## src/rtl/seq_recur.sv

```systemverilog
// seq_recur: two-seed additive recurrence a(n) = a(n-1) + a(n-2), wrap or saturate on overflow.
// Latency: result appears n+1 cycles after the accepting edge, with a one-cycle o_valid pulse.
// Backpressure: none; i_stb is sampled only while idle (o_busy low) and ignored while busy.
module seq_recur #(
    parameter int WIDTH  = 32,
    parameter int NWIDTH = 16
) (
    input  logic              i_clk,
    input  logic              i_reset,
    input  logic              i_stb,
    output logic              o_busy,
    input  logic [NWIDTH-1:0] i_n,
    input  logic [WIDTH-1:0]  i_seed0,
    input  logic [WIDTH-1:0]  i_seed1,
    input  logic              i_sat,
    output logic [WIDTH-1:0]  o_fib,
    output logic              o_valid,
    output logic              o_ovf
);

    typedef enum logic {
        S_IDLE = 1'b0,
        S_CALC = 1'b1
    } state_t;

    state_t            state_q, state_d;

    // Sliding window over the sequence: a holds the older term, b the newer one.
    logic [WIDTH-1:0]  a_q, a_d;
    logic [WIDTH-1:0]  b_q, b_d;
    // Per-term sticky flags: set once the true value of that term no longer fits.
    logic              a_ovf_q, a_ovf_d;
    logic              b_ovf_q, b_ovf_d;
    // Remaining recurrence steps.
    logic [NWIDTH-1:0] cnt_q, cnt_d;
    // Overflow mode latched with the request so mid-run changes have no effect.
    logic              sat_q, sat_d;

    // Result registers, held between completions.
    logic [WIDTH-1:0]  fib_q, fib_d;
    logic              ovf_q, ovf_d;
    logic              valid_q, valid_d;

    // Next-term datapath.
    logic [WIDTH:0]    sum;
    logic              carry;
    logic [WIDTH-1:0]  step_val;

    // Form a+b one bit wider so the carry out is visible, then wrap or clamp.
    always_comb begin
        sum      = {1'b0, a_q} + {1'b0, b_q};
        carry    = sum[WIDTH];
        step_val = sum[WIDTH-1:0];
        if (carry && sat_q) begin
            step_val = '1;
        end
    end

    // Next-state and register-update logic for the IDLE/CALC controller.
    always_comb begin
        state_d = state_q;
        a_d     = a_q;
        b_d     = b_q;
        a_ovf_d = a_ovf_q;
        b_ovf_d = b_ovf_q;
        cnt_d   = cnt_q;
        sat_d   = sat_q;
        fib_d   = fib_q;
        ovf_d   = ovf_q;
        valid_d = 1'b0;

        case (state_q)
            S_IDLE: begin
                if (i_stb) begin
                    state_d = S_CALC;
                    a_d     = i_seed0;
                    b_d     = i_seed1;
                    a_ovf_d = 1'b0;
                    b_ovf_d = 1'b0;
                    cnt_d   = i_n;
                    sat_d   = i_sat;
                end
            end

            S_CALC: begin
                if (cnt_q == '0) begin
                    // a now holds a(n); b holds a(n+1), whose overflow is not reported.
                    fib_d   = a_q;
                    ovf_d   = a_ovf_q;
                    valid_d = 1'b1;
                    state_d = S_IDLE;
                end else begin
                    a_d     = b_q;
                    b_d     = step_val;
                    a_ovf_d = b_ovf_q;
                    b_ovf_d = b_ovf_q | carry;
                    cnt_d   = cnt_q - 1'b1;
                end
            end

            default: begin
                state_d = S_IDLE;
            end
        endcase
    end

    // State and datapath registers; reset aborts any request and clears everything.
    always_ff @(posedge i_clk) begin
        if (i_reset) begin
            state_q <= S_IDLE;
            a_q     <= '0;
            b_q     <= '0;
            a_ovf_q <= 1'b0;
            b_ovf_q <= 1'b0;
            cnt_q   <= '0;
            sat_q   <= 1'b0;
            fib_q   <= '0;
            ovf_q   <= 1'b0;
            valid_q <= 1'b0;
        end else begin
            state_q <= state_d;
            a_q     <= a_d;
            b_q     <= b_d;
            a_ovf_q <= a_ovf_d;
            b_ovf_q <= b_ovf_d;
            cnt_q   <= cnt_d;
            sat_q   <= sat_d;
            fib_q   <= fib_d;
            ovf_q   <= ovf_d;
            valid_q <= valid_d;
        end
    end

    // Outputs come straight from registers.
    always_comb begin
        o_busy  = (state_q == S_CALC);
        o_fib   = fib_q;
        o_valid = valid_q;
        o_ovf   = ovf_q;
    end

endmodule

```

## config.mk

```make
export PLATFORM = sky130hd
export DESIGN_NAME = seq_recur
export DESIGN_NICKNAME = d
export VERILOG_FILES = /design/src/rtl/seq_recur.sv
export SDC_FILE = /design/constraint.sdc
export NUM_CORES = 1
export LEC_CHECK = 0
export ABC_AREA = 0
export ABC_CLOCK_PERIOD_IN_PS = 8200
export BUFFER_PORTS_ARGS = -buffer_cell sky130_fd_sc_hd__buf_2
export CAP_MARGIN = 0
export CORE_MARGIN = 2
export CORE_UTILIZATION = 45
export CTS_BUF_LIST = sky130_fd_sc_hd__clkbuf_8
export CTS_CLUSTER_SIZE = 8
export DETAILED_ROUTE_END_ITERATION = 16
export GPL_TIMING_DRIVEN = 0
export PLACE_DENSITY = 0.66
export SLEW_MARGIN = 20
export SYNTH_ARGS = -nofsm -noshare
export SYNTH_HDL_FRONTEND = slang
export SYNTH_SLANG_ARGS = --single-unit
```

## constraint.sdc

```tcl
create_clock -name i_clk -period 8.2 [get_ports i_clk]
set_input_delay 1.64 -clock i_clk [delete_from_list [all_inputs] [get_ports i_clk]]
set_output_delay 1.64 -clock i_clk [all_outputs]
set_load 0.05 [all_outputs]
```

==> qor.yml, run 1 <==
holdWs_ns: 0.446
syn-cell-area_sq_mm: 0.00670
async_reset_ff_frac: 0
final_nets: 1090
post_synth_num_cell_types: 66
crit_path_start_kind: "register"
reg2reg_from: "cnt_q[0]$_SDFFE_PP0P_"
pin_count: 119
yosys_warnings: 0
drc: 0
dpl-instance-area_sq_mm: 0.00752
drv_slew: 0
maxCapViolations: 0
period_share: 0.399
max_stage_delay_ns: 0.65
core_area_sq_mm: 0.0145
diodes: 0
drive_gt1_frac: 0.178
tritoncts: "yes"
end_kind: "register"
critPathLaunch: "cnt_q[0]$_SDFFE_PP0P_"
synth_nets: 953
crit_fanout: 10
fin_setup_tns_ns: 0
ys.flop_type: "dfxtp_1"
cts_resized: 0
grt_pass1_vias: 6277
post_cts_buffers: 0
synth-edff-count: 0
drt-total-wl_mm: 20.1
worst_ep_required_time_ns: 8.60
cts-root-buf: "clkbuf_8"
rsz0062_at_grt: "false"
cts_max_level: 4
grt_pass1_wl_mm: 32.3
cts_buffer_depth: 2
rows: 44
fin_skew_ns: 0.0117
synth_cells: 835
worstMarginPinSlew_ns: 0.872
drtAntennaViolNets: 0
ys_ff_latch: 118
cpMaxStageDelayCell: "nor3b_1"
wl_per_cell_microns: 17.3
die_w_microns: 126
setup_viol: 0
fmax_mhz: 306
cellLeakagePower_uw: 0.00342
numPortBuffers: 118
cp_data_arrival_time_ns: 3.67
gr-total-overflow: 0
ir_drop_v: 0.000127
die-area_sq_mm: 0.0159
dr.pass1.iters: 5
status: "complete, no violations"
synth_area_per_cell_sq_um: 8.02
gp_congestion: 0.912
post-route-min-period_ns: 3.27
max_slew_margin: 0.419
via_per_inst: 5.63
crit_chain: "inv_1, ha_1, nor3b_1, nand3_1, o21ai_4, nand2_4, nor2_4, buf_1, nand2_1, nand2_1"
clk_pin_slew_ns: 0.07
hp-start: "o_fib[25]$_SDFFE_PP0P_"
hold_class: "reg -> reg"
initial_core_util: 0.461
ctsHoldBuffers: 0
numClockSinks: 118
critPathMostFrequentCell: "nand2_1"
drtIter0Drc: 358
cts_made_buffers: 17
path_class: "reg -> reg"
grt_max_degree: 17
stdcell_area_sq_mm: 0.00786
post-dp-hpwl_mm: 14.9
fin_util: 0.541
fillers: 1490
vias: 6572
antenna_found_initial: 0
grt_use_total: 0.257
die_h_microns: 126
hold_viol: 0
p_per_area_mw_per_mm2: 213
clk_latency_ns: 0.46
syn2layout_area_growth_pct: 17.3
ys_seq_area_frac: 0.353
## registers in the layout (all words and copies together), names as in the netlist
register,count
o_valid,1
o_busy,1
sat_q,1
a_ovf_q,1
cnt_q,16
o_ovf,1
o_fib,32
a_q,32
b_q,32
b_ovf_q,1
## logic make-up (layout without fill, tap and decap cells)
group / Yosys count / after routing / share of synthesized area
AND/OR/NAND/NOR: 301 / 301 / 0.198
flip-flops: 118 / 118 / 0.353
XOR/XNOR: 27 / 27 / 0.0353
buffers and inverters: 66 / 214 / 0.0426
multiplexers: 34 / 34 / 0.0508
AO/OA/AOI/OAI: 255 / 255 / 0.256
adder cells (fa/ha/maj): 34 / 34 / 0.0646
## cells in the final DEF, fill, tap and decap left out, types with 5 or more instances in the layout
cell,count
a31oi_1,8
dfxtp_1,118
ha_1,33
clkbuf_8,22
o21ai_0,34
a211oi_1,41
clkbuf_1,36
nor3_1,12
buf_2,130
xnor2_1,15
nand3_1,9
nand2_1,154
a21oi_1,76
o21a_1,12
o21ai_1,5
nand4_1,5
nor4_1,7
a21o_1,14
o221ai_1,25
o211ai_1,5
and2_1,5
nor2_1,77
a22oi_1,5
o21bai_1,6
mux2i_1,34
inv_1,15
xor2_1,12
## worst max-delay path, delay by kind of cell, from the launching register on
| family | cells | cell delay [ns] |
|---|---|---|
| fa+ha+maj | 1 | 0.19 |
| simple gates | 6 | 1.69 |
| buf+inv | 2 | 0.65 |
| compound gates | 1 | 0.32 |
| flops | 1 | 0.34 |
## layer usage
layer / track usage / share of wire / up-vias / routed length, microns
li1: - / - / 3291 / -
met1: 0.359 / 0.48 / 3045 / 9630
met2: 0.403 / 0.45 / 211 / 9020
met3: 0.0489 / 0.057 / 25 / 1160
met4: 0.0827 / 0.017 / 0 / 338
met5: 0 / 0 / - / 0
## stage by stage
| stage | std cells | power [uW] | setup slack [ns] |
|---|---|---|---|
| floorplan | 835 | 1070 | 5.50 |
| global placement | 1137 | 1200 | 5.01 |
| detailed placement | 1137 | 1210 | 5.00 |
| CTS | 1167 | 1680 | 4.99 |
| global route | 1167 | 1770 | 4.66 |
| finish | 1167 | 1670 | 4.93 |
## path summary, 6_finish.rpt
kind	endpoint	slack, ns	depth (start not counted)
worst max-delay path	b_q[18]$_SDFFE_PP0P_	4.93	10
worst min-delay path	o_fib[25]$_SDFFE_PP0P_	0.45	2
worst max register to register	b_q[18]$_SDFFE_PP0P_	4.93	10
worst min register to register	o_fib[25]$_SDFFE_PP0P_	0.45	2
## cells in the mapped netlist, types with 3 or more instances
cell type	count	area [sq um]
nor2_1	77	289
a21o_1	14	105
nand4_1	5	31.3
nand3_1	9	45.0
dfxtp_1	118	2360
a31oi_1	8	50.1
xor2_1	12	105
a22oi_1	5	37.5
or3_1	4	25.0
xnor2_1	15	131
nor4_1	7	43.8
nor3_1	12	60.1
nand2b_1	4	25.0
o21bai_1	6	45.0
nand2_1	154	578
nor2b_1	3	18.8
a211oi_1	41	308
or2_2	4	25.0
a21oi_1	76	380
o21ai_1	5	25.0
and4_1	4	35.0
buf_2	12	60.1
and2_1	5	31.3
clkbuf_1	36	135
o21ai_0	34	170
mux2i_1	34	340
o21a_1	12	90.1
o221ai_1	25	219
inv_1	11	41.3
o211ai_1	5	37.5
ha_1	33	413
## where the power goes
| part | internal [uW] | total (uW) | switching (uW) |
|---|---|---|---|
| Clock | 239 | 469 | 230 |
| Combinational | 196 | 517 | 321 |
| Sequential | 634 | 689 | 54.8 |
| Total | 1070 | 1670 | 606 |
## layout make-up
class	count	area (sq um)	area share
Buffer	53	236	0.0301
Sequential cell	118	2360	0.301
Inverter	13	48.8	0.00621
Clock buffer	22	303	0.0385
Tap cell	184	230	0.0293
Multi-Input combinational cell	651	4050	0.516
Clock inverter	8	35.0	0.00446
Timing Repair Buffer	118	591	0.0752
(Power assumes the default switching activity.)
==> run 2, diff against run 1 <==
--- a/config.mk
+++ b/config.mk
@@ -6,7 +6,7 @@
 export NUM_CORES = 1
 export LEC_CHECK = 0
 export ABC_AREA = 0
-export ABC_CLOCK_PERIOD_IN_PS = 8200
+export ABC_CLOCK_PERIOD_IN_PS = 2720
 export BUFFER_PORTS_ARGS = -buffer_cell sky130_fd_sc_hd__buf_2
 export CAP_MARGIN = 0
 export CORE_MARGIN = 2
@@ -15,7 +15,7 @@
 export CTS_CLUSTER_SIZE = 8
 export DETAILED_ROUTE_END_ITERATION = 16
 export GPL_TIMING_DRIVEN = 0
-export PLACE_DENSITY = 0.66
+export PLACE_DENSITY = 0.69
 export SLEW_MARGIN = 20
 export SYNTH_ARGS = -nofsm -noshare
 export SYNTH_HDL_FRONTEND = slang
==> constraint.sdc (replaced) <==
create_clock -name i_clk -period 2.72 [get_ports i_clk]
set_input_delay 0.544 -clock i_clk [delete_from_list [all_inputs] [get_ports i_clk]]
set_output_delay 0.544 -clock i_clk [all_outputs]
set_load 0.05 [all_outputs]
==> qor.yml, run 2 (synthesis gave the netlist of run 1 again) <==
status: "finished, violations left"
failed_checks: "setup timing"
diodes: 0
p_per_area_mw_per_mm2: 629
critPathLaunch: "a_q[0]$_SDFFE_PP0P_"
grt_pass1_wl_mm: 32.0
via_per_inst: 5.72
wl_per_cell_microns: 17.6
fin_setup_tns_ns: -0.230
path_class: "reg -> reg"
ir_drop_v: 0.000428
maxCapViolations: 0
drc: 0
worst_ep_required_time_ns: 3.14
drive_gt1_frac: 0.244
grt_max_degree: 17
layout_commonest_cell: "nand2_1"
drt-total-wl_mm: 20.7
worstMarginPinSlew_ns: 0.875
grt_pass1_vias: 6317
r2r_end: "b_q[9]$_SDFFE_PP0P_"
crit_cells: 13
period_share: 1.02
cellLeakagePower_uw: 0.00353
core_area_sq_mm: 0.0145
reg2reg_slack_ns: -0.06
final_nets: 1099
cts_made_buffers: 17
die_h_microns: 126
crit_fanout: 6
cts_max_level: 4
rows: 44
dp.cells: 1137
crit_chain: "ha_4, fa_2, a211oi_2, o21a_2, a2111oi_4, o21ai_2, o21a_4, o31ai_4, buf_6, buf_6, buf_4, o221ai_2, nand2_1"
clk_pin_slew_ns: 0.08
dpl-instance-area_sq_mm: 0.00752
fin_util: 0.572
die-area_sq_mm: 0.0159
dr.pass1.iters: 5
critPathMostFrequentCell: "buf_6"
end_kind: "register"
cp_top_family: "compound AO/OA/AOI/OAI gates"
cpMaxStageDelayCell: "a2111oi_4"
stdcell_area_sq_mm: 0.00831
setup_viol: 9
crit_path_start_kind: "register"
clk_latency_ns: 0.47
drv_slew: 0
post-dp-hpwl_mm: 14.8
fmax_mhz: 360
syn2layout_area_growth_pct: 24.1
hold_class: "in -> reg"
antenna_found_initial: 0
gr-total-overflow: 0
numClockSinks: 118
tritoncts: "yes"
grt_use_total: 0.254
rsz0062_at_grt: "true"
initial_core_util: 0.461
final_cell_count_no_fill: 1177
final_cell_mix: "nand2_1 (154), buf_2 (130), dfxtp_1 (114)"
hold_viol: 0
reg2reg_from: "a_q[0]$_SDFFE_PP0P_"
drtAntennaViolNets: 0
gp_congestion: 0.927
reg2reg_depth: 13
max_stage_delay_ns: 0.44
numPortBuffers: 118
die_w_microns: 126
finalWorstSetupSlack_ns: -0.0594
pin_count: 119
critPathCapture: "b_q[9]$_SDFFE_PP0P_"
max_slew_margin: 0.417
cp_data_arrival_time_ns: 3.19
vias: 6736
cts_buffer_depth: 2
post-route-min-period_ns: 2.78
drtIter0Drc: 330
fin_skew_ns: 0.0108
path_buf_inv: 3
ctsHoldBuffers: 0
cts-root-buf: "clkbuf_8"
[run 2: stage by stage]
stage          hold slack, ns  total power, uW  setup slack [ns]
2_1_floorplan           0.432             3210             0.131
3_3_place_gp            0.435             3630            -0.488
3_5_place_dp            0.441             3650            -0.554
4_1_cts                 0.307             5060           0.00268
5_1_grt                 0.336             5530            -0.160
6_report                0.328             5230           -0.0594
[run 2: how the worst min path moves through the flow]
stage	start	to	depth (start not counted)
after detailed placement	o_fib[8]$_SDFFE_PP0P_	o_fib[8]$_SDFFE_PP0P_	2
after global routing	i_seed1[9]	b_q[9]$_SDFFE_PP0P_	3
final	i_sat	sat_q$_SDFFE_PP0P_	3
after global placement	o_fib[18]$_SDFFE_PP0P_	o_fib[18]$_SDFFE_PP0P_	2
after CTS	i_sat	sat_q$_SDFFE_PP0P_	3
after floorplan	b_ovf_q$_SDFFE_PP0P_	a_ovf_q$_SDFFE_PP0P_	2
[run 2: worst min-delay path, cell delays in order]
cell and delay, ns:
buf_2 0.09, a21oi_1 0.05, nor2_1 0.07
[run 2: timing repair]
action / in CTS / in global routing
resized for setup: 20 / 54
endpoints found under the setup margin: 112 / 63
setup buffers: 1 / 11
gates cloned: 1 / 1
hold endpoints to repair: 0 / 0
pin swaps: 5 / 34
[run 2: layer usage]
| metal | up-vias | GRT usage | wire length (microns) |
|---|---|---|---|
| li1 | 3306 | - | - |
| met1 | 3160 | 0.343 | 9520 |
| met2 | 227 | 0.396 | 9400 |
| met3 | 43 | 0.0514 | 1250 |
| met4 | 0 | 0.108 | 557 |
| met5 | - | 0 | 0 |
[run 2: power breakdown]
part	leakage (uW)	switching, uW	internal, uW
registers	0.000971	179	1910
logic	0.00239	1050	700
clock network	0.000175	743	650
total	0.00353	1970	3260
[run 2: cell type report]
| cell class | instances | area [sq um] |
|---|---|---|
| Fill cell | 1420 | 6220 |
| Buffer | 48 | 234 |
| Tap cell | 184 | 230 |
| Inverter | 13 | 48.8 |
| Sequential cell | 118 | 2370 |
| Clock buffer | 19 | 262 |
| Clock inverter | 12 | 65.1 |
| Timing Repair Buffer | 132 | 732 |
| Multi-Input combinational cell | 651 | 4370 |
==> run 3, diff against run 2 <==
--- a/config.mk
+++ b/config.mk
@@ -11,7 +11,6 @@
 export CAP_MARGIN = 0
 export CORE_MARGIN = 2
 export CORE_UTILIZATION = 45
-export CTS_BUF_LIST = sky130_fd_sc_hd__clkbuf_8
 export CTS_CLUSTER_SIZE = 8
 export DETAILED_ROUTE_END_ITERATION = 16
 export GPL_TIMING_DRIVEN = 0
==> qor.yml, run 3 (synthesis gave the netlist of run 1 again) <==
fin_skew_ns: 0.00698
layout_commonest_cell: "nand2_1"
worst_ep_required_time_ns: 3.06
drtAntennaViolNets: 0
setup_viol: 0
die_w_microns: 126
tritoncts: "yes"
path_class: "reg -> reg"
final_cell_count_no_fill: 1173
worstMarginPinSlew_ns: 0.881
busiest_layer: "met2"
maxCapViolations: 0
fillers: 1388
dp.cells: 1137
grt_max_degree: 17
diodes: 0
pin_count: 119
p_sw_frac: 0.348
fmax_mhz: 375
ctsHoldBuffers: 0
ir_drop_v: 0.000481
grt_use_total: 0.258
vias: 6686
status: "complete, no violations"
stdcell_area_sq_mm: 0.00839
drv_slew: 0
max_slew_margin: 0.413
via_per_inst: 5.70
grt_pass1_vias: 6369
grt_use_met3: 0.0523
crit_path_start_kind: "register"
cp_data_arrival_time_ns: 3.01
comb_power_share: 0.294
gp_congestion: 0.927
p_int_uw: 3790
cts_max_level: 4
cellLeakagePower_uw: 0.00357
cts_buffer_depth: 2
crit_fanout: 7
switching_power_uw: 2020
hold_class: "in -> reg"
clk_pin_slew_ns: 0.06
numPortBuffers: 118
drtIter0Drc: 392
syn2layout_area_growth_pct: 25.2
critPathMostFrequentCell: "buf_6"
dpl-instance-area_sq_mm: 0.00752
drc: 0
p_seq_frac: 0.361
hold_viol: 0
end_kind: "register"
cpMaxStageDelayCell: "a2111oi_4"
final_nets: 1095
core_area_sq_mm: 0.0145
drt-total-wl_mm: 20.8
max_stage_delay_ns: 0.43
p_clk_frac: 0.345
initial_core_util: 0.461
numClockSinks: 118
globalRouteMet1Util: 0.347
post-dp-hpwl_mm: 14.8
path_buf_inv: 2
die_h_microns: 126
antenna_found_initial: 0
drive_gt1_frac: 0.226
rsz0062_at_grt: "true"
wl_per_cell_microns: 17.7
cts_made_buffers: 17
rows: 44
dr.pass1.iters: 5
period_share: 0.979
grt_pass1_wl_mm: 32.4
die-area_sq_mm: 0.0159
use_met2: 0.408
p_per_area_mw_per_mm2: 693
cts-root-buf: "clkbuf_16"
final_cell_mix: "nand2_1 (154), buf_2 (130), dfxtp_1 (113)"
crit_chain: "ha_4, fa_2, a211oi_2, o21a_2, a2111oi_4, o21ai_2, o21a_4, o31ai_4, buf_6, buf_6, o221ai_2, a21oi_1"
gr-total-overflow: 0
cp_top_family: "compound AO/OA/AOI/OAI gates"
clk_latency_ns: 0.43
post-route-min-period_ns: 2.66
==> run 3: layout make-up <==
cell class / instances / area [sq um] / area share
clock buffers: 21 / 460 / 0.0549
flip-flops and latches: 118 / 2370 / 0.283
well taps: 184 / 230 / 0.0275
inverters: 13 / 48.8 / 0.00582
multi-input cells: 651 / 4290 / 0.512
repair buffers: 129 / 698 / 0.0833
plain buffers: 47 / 226 / 0.0270
clock inverters: 10 / 57.6 / 0.00686
==> run 3: power by group through the flow <==
stage / Combinational, uW / Clock (uW) / Sequential [uW]
6_report: 1710 / 2000 / 2100
3_3_place_gp: 1520 / 0 / 2100
5_1_grt: 1880 / 2120 / 2120
3_5_place_dp: 1540 / 0 / 2110
4_1_cts: 1590 / 2020 / 2080
2_1_floorplan: 1130 / 0 / 2090
==> run 3: worst paths after layout <==
path                     startpoint  cells past startpoint                endpoint  slack (ns)
min                           i_sat                      3      sat_q$_SDFFE_PP0P_        0.38
max             b_q[0]$_SDFFE_PP0P_                     12    b_q[19]$_SDFFE_PP0P_        0.06
min reg2reg  o_fib[15]$_SDFFE_PP0P_                      2  o_fib[15]$_SDFFE_PP0P_        0.44
max reg2reg     b_q[0]$_SDFFE_PP0P_                     12    b_q[19]$_SDFFE_PP0P_        0.06
==> run 3: tightest hold or removal path, delay by kind of cell <==
kind | cells | cell delay, ns
AO/OA/AOI/OAI | 1 | 0.06
buffers and inverters | 1 | 0.10
AND/OR/NAND/NOR | 1 | 0.07
==> run 3: timing repair <==
action	in CTS	in global routing
setup buffers	3	5
cloned	2	1
pin swaps	6	10
resized for setup	21	37
endpoints found under the setup margin	112	62
==> run 3: stage by stage <==
step                       util  TNS (ns)  total power, uW  hold WS, ns  worst slack [ns]
after global routing      0.577    -0.295             6110        0.386           -0.0807
after CTS                 0.560         0             5690        0.361           0.00448
after detailed placement  0.517    -27.35             3650        0.441            -0.554
final                     0.577         0             5810        0.377            0.0558
after global placement    0.517    -20.12             3630        0.435            -0.488
after floorplan               -         0             3210        0.432             0.131
==> run 3: per-layer routing <==
metal  wire (microns)  part of all wire
met5                0                 0
met4              464             0.022
met3             1340             0.065
met2             9580              0.46
met1             9410              0.45
